$ cat src/rtl/unary_pkg.sv
// Shared definitions for the temporal-unary datapath.
// udec_state_t is the frame-state encoding used by the decoder. The encoder
// side uses the same names, so frame states read the same on both ends.
// max_len_ok() checks at elaboration time that a WIDTH-bit count can hold a
// full frame of ones.
package unary_pkg;

  typedef enum logic [1:0] {
    IDLE  = 2'd0,
    COUNT = 2'd1,
    DONE  = 2'd2
  } udec_state_t;

  function automatic bit max_len_ok(input int width, input int max_len);
    return (max_len >= 1) && (max_len <= (2 ** width) - 1);
  endfunction

endpackage

$ cat src/rtl/unary_frame_counter.sv
// Per-frame accumulator for the unary stream decoder.
// Keeps the ones count, the beat length, a "seen a zero" flag and an
// ordering-fault flag (a 1 arrived after a 0).
// Ports:
//   clk, reset      clock and asynchronous active-high reset
//   en              a beat is accepted this cycle; commit the next values
//   clr             this beat starts a frame, so accumulate from zero
//   bit_in          unary stream bit of the current beat
//   count_nxt       ones count including the current beat
//   len_nxt         beat count including the current beat
//   ordr_nxt        ordering fault including the current beat
// The *_nxt values are combinational. The owner can capture the final
// totals on the same edge that accepts the last beat.
module unary_frame_counter
  import unary_pkg::*;
#(
  parameter int WIDTH = 8,
  parameter int LEN_W = 8
) (
  input  logic             clk,
  input  logic             reset,
  input  logic             en,
  input  logic             clr,
  input  logic             bit_in,
  output logic [WIDTH-1:0] count_nxt,
  output logic [LEN_W-1:0] len_nxt,
  output logic             ordr_nxt
);

  logic [WIDTH-1:0] count;
  logic [LEN_W-1:0] len;
  logic             seen0;
  logic             ordr;
  logic             seen0_nxt;

  // On the first beat of a frame, the stored values are treated as zero.
  // This lets a new frame start without spending a cycle on a clear.
  always_comb begin
    count_nxt = (clr ? '0 : count) + WIDTH'(bit_in);
    len_nxt   = (clr ? '0 : len) + LEN_W'(1);
    seen0_nxt = (clr ? 1'b0 : seen0) | ~bit_in;
    ordr_nxt  = clr ? 1'b0 : (ordr | (seen0 & bit_in));
  end

  always_ff @(posedge clk or posedge reset) begin
    if (reset) begin
      count <= '0;
      len   <= '0;
      seen0 <= 1'b0;
      ordr  <= 1'b0;
    end else if (en) begin
      count <= count_nxt;
      len   <= len_nxt;
      seen0 <= seen0_nxt;
      ordr  <= ordr_nxt;
    end
  end

endmodule

$ cat src/rtl/unary_stream_decoder.sv
// Decodes a serial thermometer-coded unary stream (one bit per beat) into a
// binary count of ones. It also flags ordering faults (a 1 after a 0) and
// frames that reach MAX_LEN beats without last.
// Ports:
//   clk        rising-edge clock
//   reset      asynchronous active-high reset
//   valid      a beat is present on bit_in/last
//   bit_in     unary stream bit
//   last       final beat of the frame (qualified by valid)
//   accept     decoder takes a beat this cycle (low while a result is held)
//   ack        consumer has taken the result (qualified by ready)
//   ready      out/err_* hold a finished frame
//   out        decoded count of ones
//   err_order  frame was not thermometer-ordered
//   err_len    frame hit MAX_LEN beats without last
module unary_stream_decoder
  import unary_pkg::*;
#(
  parameter int WIDTH   = 8,
  parameter int MAX_LEN = 255
) (
  input  logic             clk,
  input  logic             reset,
  input  logic             valid,
  input  logic             bit_in,
  input  logic             last,
  output logic             accept,
  input  logic             ack,
  output logic             ready,
  output logic [WIDTH-1:0] out,
  output logic             err_order,
  output logic             err_len
);

  localparam int LEN_W = $clog2(MAX_LEN + 1);

  if (!max_len_ok(WIDTH, MAX_LEN)) begin : g_bad_max_len
    $error("unary_stream_decoder: MAX_LEN must be in 1..2**WIDTH-1");
  end

  udec_state_t      state;
  logic             beat;
  logic             hit_max;
  logic [WIDTH-1:0] count_nxt;
  logic [LEN_W-1:0] len_nxt;
  logic             ordr_nxt;

  assign accept = (state != DONE);
  assign ready  = (state == DONE);
  assign beat   = valid & accept;

  unary_frame_counter #(
    .WIDTH (WIDTH),
    .LEN_W (LEN_W)
  ) u_counter (
    .clk       (clk),
    .reset     (reset),
    .en        (beat),
    .clr       (state == IDLE),
    .bit_in    (bit_in),
    .count_nxt (count_nxt),
    .len_nxt   (len_nxt),
    .ordr_nxt  (ordr_nxt)
  );

  // The beat being accepted now would make the frame MAX_LEN long.
  assign hit_max = (len_nxt == LEN_W'(MAX_LEN));

  always_ff @(posedge clk or posedge reset) begin
    if (reset) begin
      state     <= IDLE;
      out       <= '0;
      err_order <= 1'b0;
      err_len   <= 1'b0;
    end else begin
      case (state)
        IDLE, COUNT: begin
          if (beat) begin
            if (last || hit_max) begin
              state     <= DONE;
              out       <= count_nxt;
              err_order <= ordr_nxt;
              // If last and MAX_LEN arrive on the same beat, the frame is
              // treated as properly terminated.
              err_len   <= ~last;
            end else begin
              state <= COUNT;
            end
          end
        end
        DONE: begin
          if (ack) state <= IDLE;
        end
        default: state <= IDLE;
      endcase
    end
  end

endmodule

$ cat config.mk
export PLATFORM = sky130hd
export DESIGN_NAME = unary_stream_decoder
export DESIGN_NICKNAME = d
export VERILOG_FILES = /design/src/rtl/unary_pkg.sv /design/src/rtl/unary_frame_counter.sv /design/src/rtl/unary_stream_decoder.sv
export SDC_FILE = /design/constraint.sdc
export NUM_CORES = 1
export LEC_CHECK = 0
export BUFFER_PORTS_ARGS = -buffer_cell sky130_fd_sc_hd__buf_2
export CORE_UTILIZATION = 39
export DETAILED_ROUTE_END_ITERATION = 7
export GPL_ROUTABILITY_DRIVEN = 0
export PLACE_DENSITY = 0.7
export SLEW_MARGIN = 40
export SYNTH_ARGS = -nofsm -noshare
export SYNTH_HDL_FRONTEND = slang
export SYNTH_SLANG_ARGS = --single-unit
export TNS_END_PERCENT = 50
$ cat constraint.sdc
create_clock -name clk -period 2.5 [get_ports clk]
set_input_delay 0.5 -clock clk [delete_from_list [all_inputs] [get_ports clk]]
set_output_delay 0.5 -clock clk [all_outputs]
set_load 0.01 [all_outputs]
Word level (Yosys, flattened, before mapping)
Cells that the tools add are included.
- register bits after elaboration: 30
- output and inout bits: 12
- input port bits: 6
- reduce and logical (&&, ||, !) cells: 5
- bitwise logic cells: 6
- eq/ne operators: 6
- mux-type cells: 8
- $add $sub $neg: 2
- operators by type and width (cell ; number):
    two-way mux 8 bit ; 2
    adder 8 x 1 -> 8 bit ; 1
    adder 8 x 1 -> 8 bit (second input constant) ; 1
    == test 8 bit (second input constant) ; 1
    two-way mux 2 bit ; 3
    inequality test 2 bit (second input constant) ; 3
    one-hot mux 2 bit (2 select lines) ; 1
    AND reduction 3 bit ; 1
    bitwise AND 1 bit ; 2
    == test 2 x 1 -> 1 bit (second input constant) ; 1
    == test 2 bit (second input constant) ; 1
    logical NOT 2 bit ; 1
    two-way mux 1 bit ; 2
    inverter 1 bit ; 2
    bitwise OR 1 bit ; 2
    AND reduction 2 bit ; 1
    OR reduction 2 bit ; 1
    logical OR 1 bit ; 1

Logic depth before layout (Yosys ltp)
- depth after elaboration: 8
- depth in mapped cells: 10

By module
A second synthesis with hierarchy kept.
- cells, all modules: 162
- area total of the unflattened synthesis: 1685.4 µm²
- modules (own cells, without submodules) (module ; area an instance (µm²) ; cells each ; instances):
    unary_frame_counter ; 1132.3 ; 124 ; 1
    unary_stream_decoder ; 553.0 ; 38 ; 1

Least setup slack after synthesis
Ideal clock, no wire load.
- path type: register -> register
- start point: register state[1]
- end point: register err_order
- period minus slack after synthesis: 2490 ps
- required time: 2375 ps
- stages on the path, launching flop included: 11
- path buffers: 1
- arrival time: 2365 ps
- path slack: 10 ps
- cell sequence: dfrtp_1 or2_4 buf_6 and2_1 ha_1 nand2_1 nor2_1 a2bb2oi_1 a211oi_2 o21ai_4 mux2_4
- word-level cells in the longest chain between the ends: 6
- elaborated cells between the ends (all ways): 11
- ends and longest elaborated chain (item ; line ; RTL):
    start, declared ; unary_stream_decoder.sv:41 ; udec_state_t state;
    start signal, assigned ; unary_stream_decoder.sv:71 ; state <= IDLE;
    start signal, assigned ; unary_stream_decoder.sv:80 ; state <= DONE;
    start signal, assigned ; unary_stream_decoder.sv:87 ; state <= COUNT;
    logical NOT 2 bit ; unary_stream_decoder.sv:59, unary_stream_decoder.sv:76 ;
    two-way mux 8 bit ; unary_frame_counter.sv:40 ; len_nxt = (clr ? '0 : len) + LEN_W'(1);
    adder 8 x 1 -> 8 bit ; unary_frame_counter.sv:40 ;
    == test 8 bit ; unary_stream_decoder.sv:67 ; assign hit_max = (len_nxt == LEN_W'(MAX_LEN));
    logical OR 1 bit ; unary_stream_decoder.sv:79 ; if (last || hit_max) begin
    AND reduction 3 bit (no line) ; n/a ;
    end signal, assigned ; unary_stream_decoder.sv:82 ; err_order <= ordr_nxt;
    end, declared ; unary_stream_decoder.sv:31 ; output logic err_order,
Parallel ways exist; a longest one is shown, timed or not.
A chain may end at the register's enable or synchronous reset.

Final worst setup path
- start point: register state[1]
- end point: register out[0]
- word-level cells in the longest chain between the ends: 6
- elaborated cells between the ends (all ways): 12
- ends and longest elaborated chain (item ; line ; RTL):
    logical NOT 2 bit ; unary_stream_decoder.sv:59, unary_stream_decoder.sv:76 ;
    two-way mux 8 bit ; unary_frame_counter.sv:40 ;
    adder 8 x 1 -> 8 bit ; unary_frame_counter.sv:40 ;
    == test 8 bit ; unary_stream_decoder.sv:67 ;
    logical OR 1 bit ; unary_stream_decoder.sv:79 ;
    AND reduction 3 bit (no line) ; n/a ;
    end signal, assigned ; unary_stream_decoder.sv:81 ; out <= count_nxt;
    end, declared ; unary_stream_decoder.sv:30 ; output logic [WIDTH-1:0] out,
Parallel ways exist; a longest one is shown, timed or not.

==> results.sh <==
export IMPL_status="complete, no violations"
export IMPL_endpoint_kind="register"
export IMPL_utilization=0.484
export IMPL_ant_nets=0
export IMPL_cts_htree_levels=2
export IMPL_cp_max_fo=10
export IMPL_cts_buffers=5
export IMPL_wl_per_cell_um=14.4
export IMPL_period_share=0.947
export IMPL_hold_class="input pin to asynchronous set/reset pin"
export IMPL_cp_arrival_ps=2540
export IMPL_cts_tree="yes"
export IMPL_grt_pass1_vias=1195
export IMPL_seqPwrFrac=0.463
export IMPL_synth_common_cells="35 x nand2_1, 30 x dfrtp_1, 14 x a21oi_1"
export IMPL_grt_usage=0.181
export IMPL_power_frac_clock=0.347
export IMPL_cp_start_kind="register"
export IMPL_p_sw_frac=0.298
export IMPL_ir_drop_mv=0.294
export IMPL_cp_required_ps=2670
export IMPL_grt_pass1_wl_mm=5.76
export IMPL_r2r_end="out[0]"
export IMPL_num_vias=1275
export IMPL_critPathLaunch="state[1]"
export IMPL_reg2reg_from="state[1]"
export IMPL_drt_iter0_markers=75
export IMPL_antennaDiodeCount=0
export IMPL_dr_pass1_iters=4
export IMPL_power_leakage_nw=0.929
export IMPL_tightest_slew_ps=535
export IMPL_worstSetupPathType="register to register"
export IMPL_r2r_setup_slack_ps=130
export IMPL_final_hold_violation_count=0
export IMPL_drv_cap=0
export IMPL_grt_overflow=0
export IMPL_use_met1=0.250
export IMPL_setup_viol=0
export IMPL_maxSlewViolCount=0
export IMPL_power_total_mw=1.21
export IMPL_syn_avg_cell_area_um2=9.69
export IMPL_synth_edf_count=0
export IMPL_clock_sinks=30
export IMPL_rows=23
export IMPL_max_freq_mhz=422
export IMPL_synth_seq_cells=30
export IMPL_synthFlopType="dfrtp_1"
export IMPL_use_met3=0.0360
export IMPL_endpoint="out[0]"
export IMPL_wl_mm=3.55
export IMPL_grt_use_met2=0.264
export IMPL_synth_nets=180
export IMPL_synth_distinct_cells=38
export IMPL_grt_max_degree=31
export IMPL_ys_seq_area_frac=0.456
export IMPL_rsz0062_at_grt="no"
export IMPL_nFillCells=395
export IMPL_ff2ff_path_depth=10
export IMPL_io_buffers=17
export IMPL_initial_core_util=0.409
export IMPL_clockBufferDepth=2
export IMPL_fin_nets=206
export IMPL_syn_instance_count=170
export IMPL_drive_gt1_frac=0.269
export IMPL_synth_top_area_share=0.456
export IMPL_clk_latency_ps=290
export IMPL_p_switching_uw=360
export IMPL_vias_per_cell=5.16
export IMPL_pre_cts_slack_ps=31.3
export IMPL_async_reset_ff_frac=1.00
export IMPL_core_area_mm2=0.00403
export IMPL_boundaryPins=18
export IMPL_yosys_top_cells_area="dfrtp_1 46%, mux2_4 8.2%, nand2_1 8.0%, a21oi_1 4.3%, o21ai_0 4.0%"
export IMPL_hpwlAfterDp_mm=2.37
export IMPL_p_comb_frac=0.190
export IMPL_top_usage_layer="met2"
export IMPL_dieArea_mm2=0.00449
export IMPL_die_height_um=67.0
export IMPL_clock_root_buffer="clkbuf_8"
export IMPL_syn_area_mm2=0.00165
export IMPL_skew_ps=8.12
export IMPL_die_x_um=67.0
export IMPL_drc=0
export IMPL_ys_warn_count=0
export IMPL_fin_setup_tns_ps=0
export IMPL_grt_antenna_before_repair=0
export IMPL_yosysTopAreaCell="dfrtp_1"
export IMPL_setup_ws_ps=132
export IMPL_clk_pin_slew_ps=70
export IMPL_power_internal_uw=849
export IMPL_finalCriticalPeriod_ps=2370
export IMPL_yosysMostFrequentCell="nand2_1"
export IMPL_power_density_mw_per_mm2=620
export IMPL_slew_headroom=0.642
export IMPL_synthToLayoutAreaGrowth_pct=18.5
## critical path: stages (launching register included)
cell      delay [ps]
dfrtp_1          380
or2_4            250
and2_2           230
ha_4             190
nand3_2           90
xnor2_2          120
nand3_1          110
a211oi_2         330
o21ai_4          100
buf_12           160
mux2_4           290
## sequential cells by signal, summed over array words and instances (netlist names)
register,flops
out,8
u_counter.count,8
u_counter.len,8
state,2
err_len,1
err_order,1
u_counter.ordr,1
u_counter.seen0,1
## layout make-up
cell class,count,area (um^2),area share
Multi-Input combinational cell,131,877,0.450
Inverter,4,15.0,0.00770
Sequential cell,30,751,0.385
Clock buffer,6,82.6,0.0423
Timing Repair Buffer,24,150,0.0770
Tap cell,50,62.6,0.0321
Clock inverter,2,12.5,0.00641
## power groups by stage
| stage | logic (mW) | clock network [mW] | registers, mW |
|---|---|---|---|
| detailed placement | 0.217 | 0 | 0.568 |
| finish | 0.229 | 0.420 | 0.560 |
| global route | 0.260 | 0.444 | 0.565 |
| CTS | 0.218 | 0.427 | 0.559 |
| floorplan | 0.144 | 0 | 0.570 |
| global placement | 0.212 | 0 | 0.568 |
## placed cells by master, fill, tap and decap left out, types with 2 or more instances in the layout
cell type	synthesis	layout
a21oi_1	14	14
a22o_1	2	2
a32o_1	2	2
and2_1	5	4
and2b_1	2	2
buf_2	0	17
buf_4	1	6
clkbuf_8	0	6
dfrtp_1	30	30
ha_1	4	3
inv_1	4	4
mux2_4	9	9
nand2_1	35	35
nand2b_1	3	3
nand3_1	7	6
nand3_2	2	3
nor2_1	7	7
nor3b_1	2	2
o21ai_0	13	13
or3_1	2	2
xnor2_1	4	3
xor2_1	2	2
## worst min path at each step
stage / from / end / slack, ps / cells after the start
after global routing: reset / out[5] / 320 / 3
after detailed placement: u_counter.count[0] / u_counter.count[0] / 470 / 2
final: reset / out[4] / 260 / 3
after floorplan: u_counter.count[0] / u_counter.count[0] / 440 / 2
after CTS: reset / out[4] / 280 / 3
after global placement: u_counter.count[0] / u_counter.count[0] / 450 / 2
## cells by family after synthesis
kind of cell / count (synthesis) / share of synthesized area
adders and majority gates: 4 / 0.0304
muxes: 10 / 0.0889
and+or+nand+nor: 72 / 0.214
DFF: 30 / 0.456
buffers and inverters: 9 / 0.0274
xor gates and xnor gates: 6 / 0.0319
AOI/OAI and AO/OA: 39 / 0.151
## routing by layer
layer / wire length [um] / part of all wire
met1: 1800 / 0.51
met2: 1560 / 0.44
met3: 156 / 0.044
met4: 39 / 0.011
met5: 0 / 0
## timing repair
item	CTS	global route
hold buffers	0	0
hold endpoints to repair	0	0
buffers inserted	0	1
setup endpoints to repair	0	10
gates resized for setup	0	5
## stage by stage
stage / std cells / cell area, um^2 / hold slack (ps)
6_report: 247 / 1950 / 263
3_5_place_dp: 238 / 1810 / 469
3_3_place_gp: 238 / 1810 / 453
2_1_floorplan: 170 / 1650 / 437
4_1_cts: 246 / 1900 / 281
5_1_grt: 247 / 1950 / 319
No activity file was read; power rests on OpenSTA's default activity.
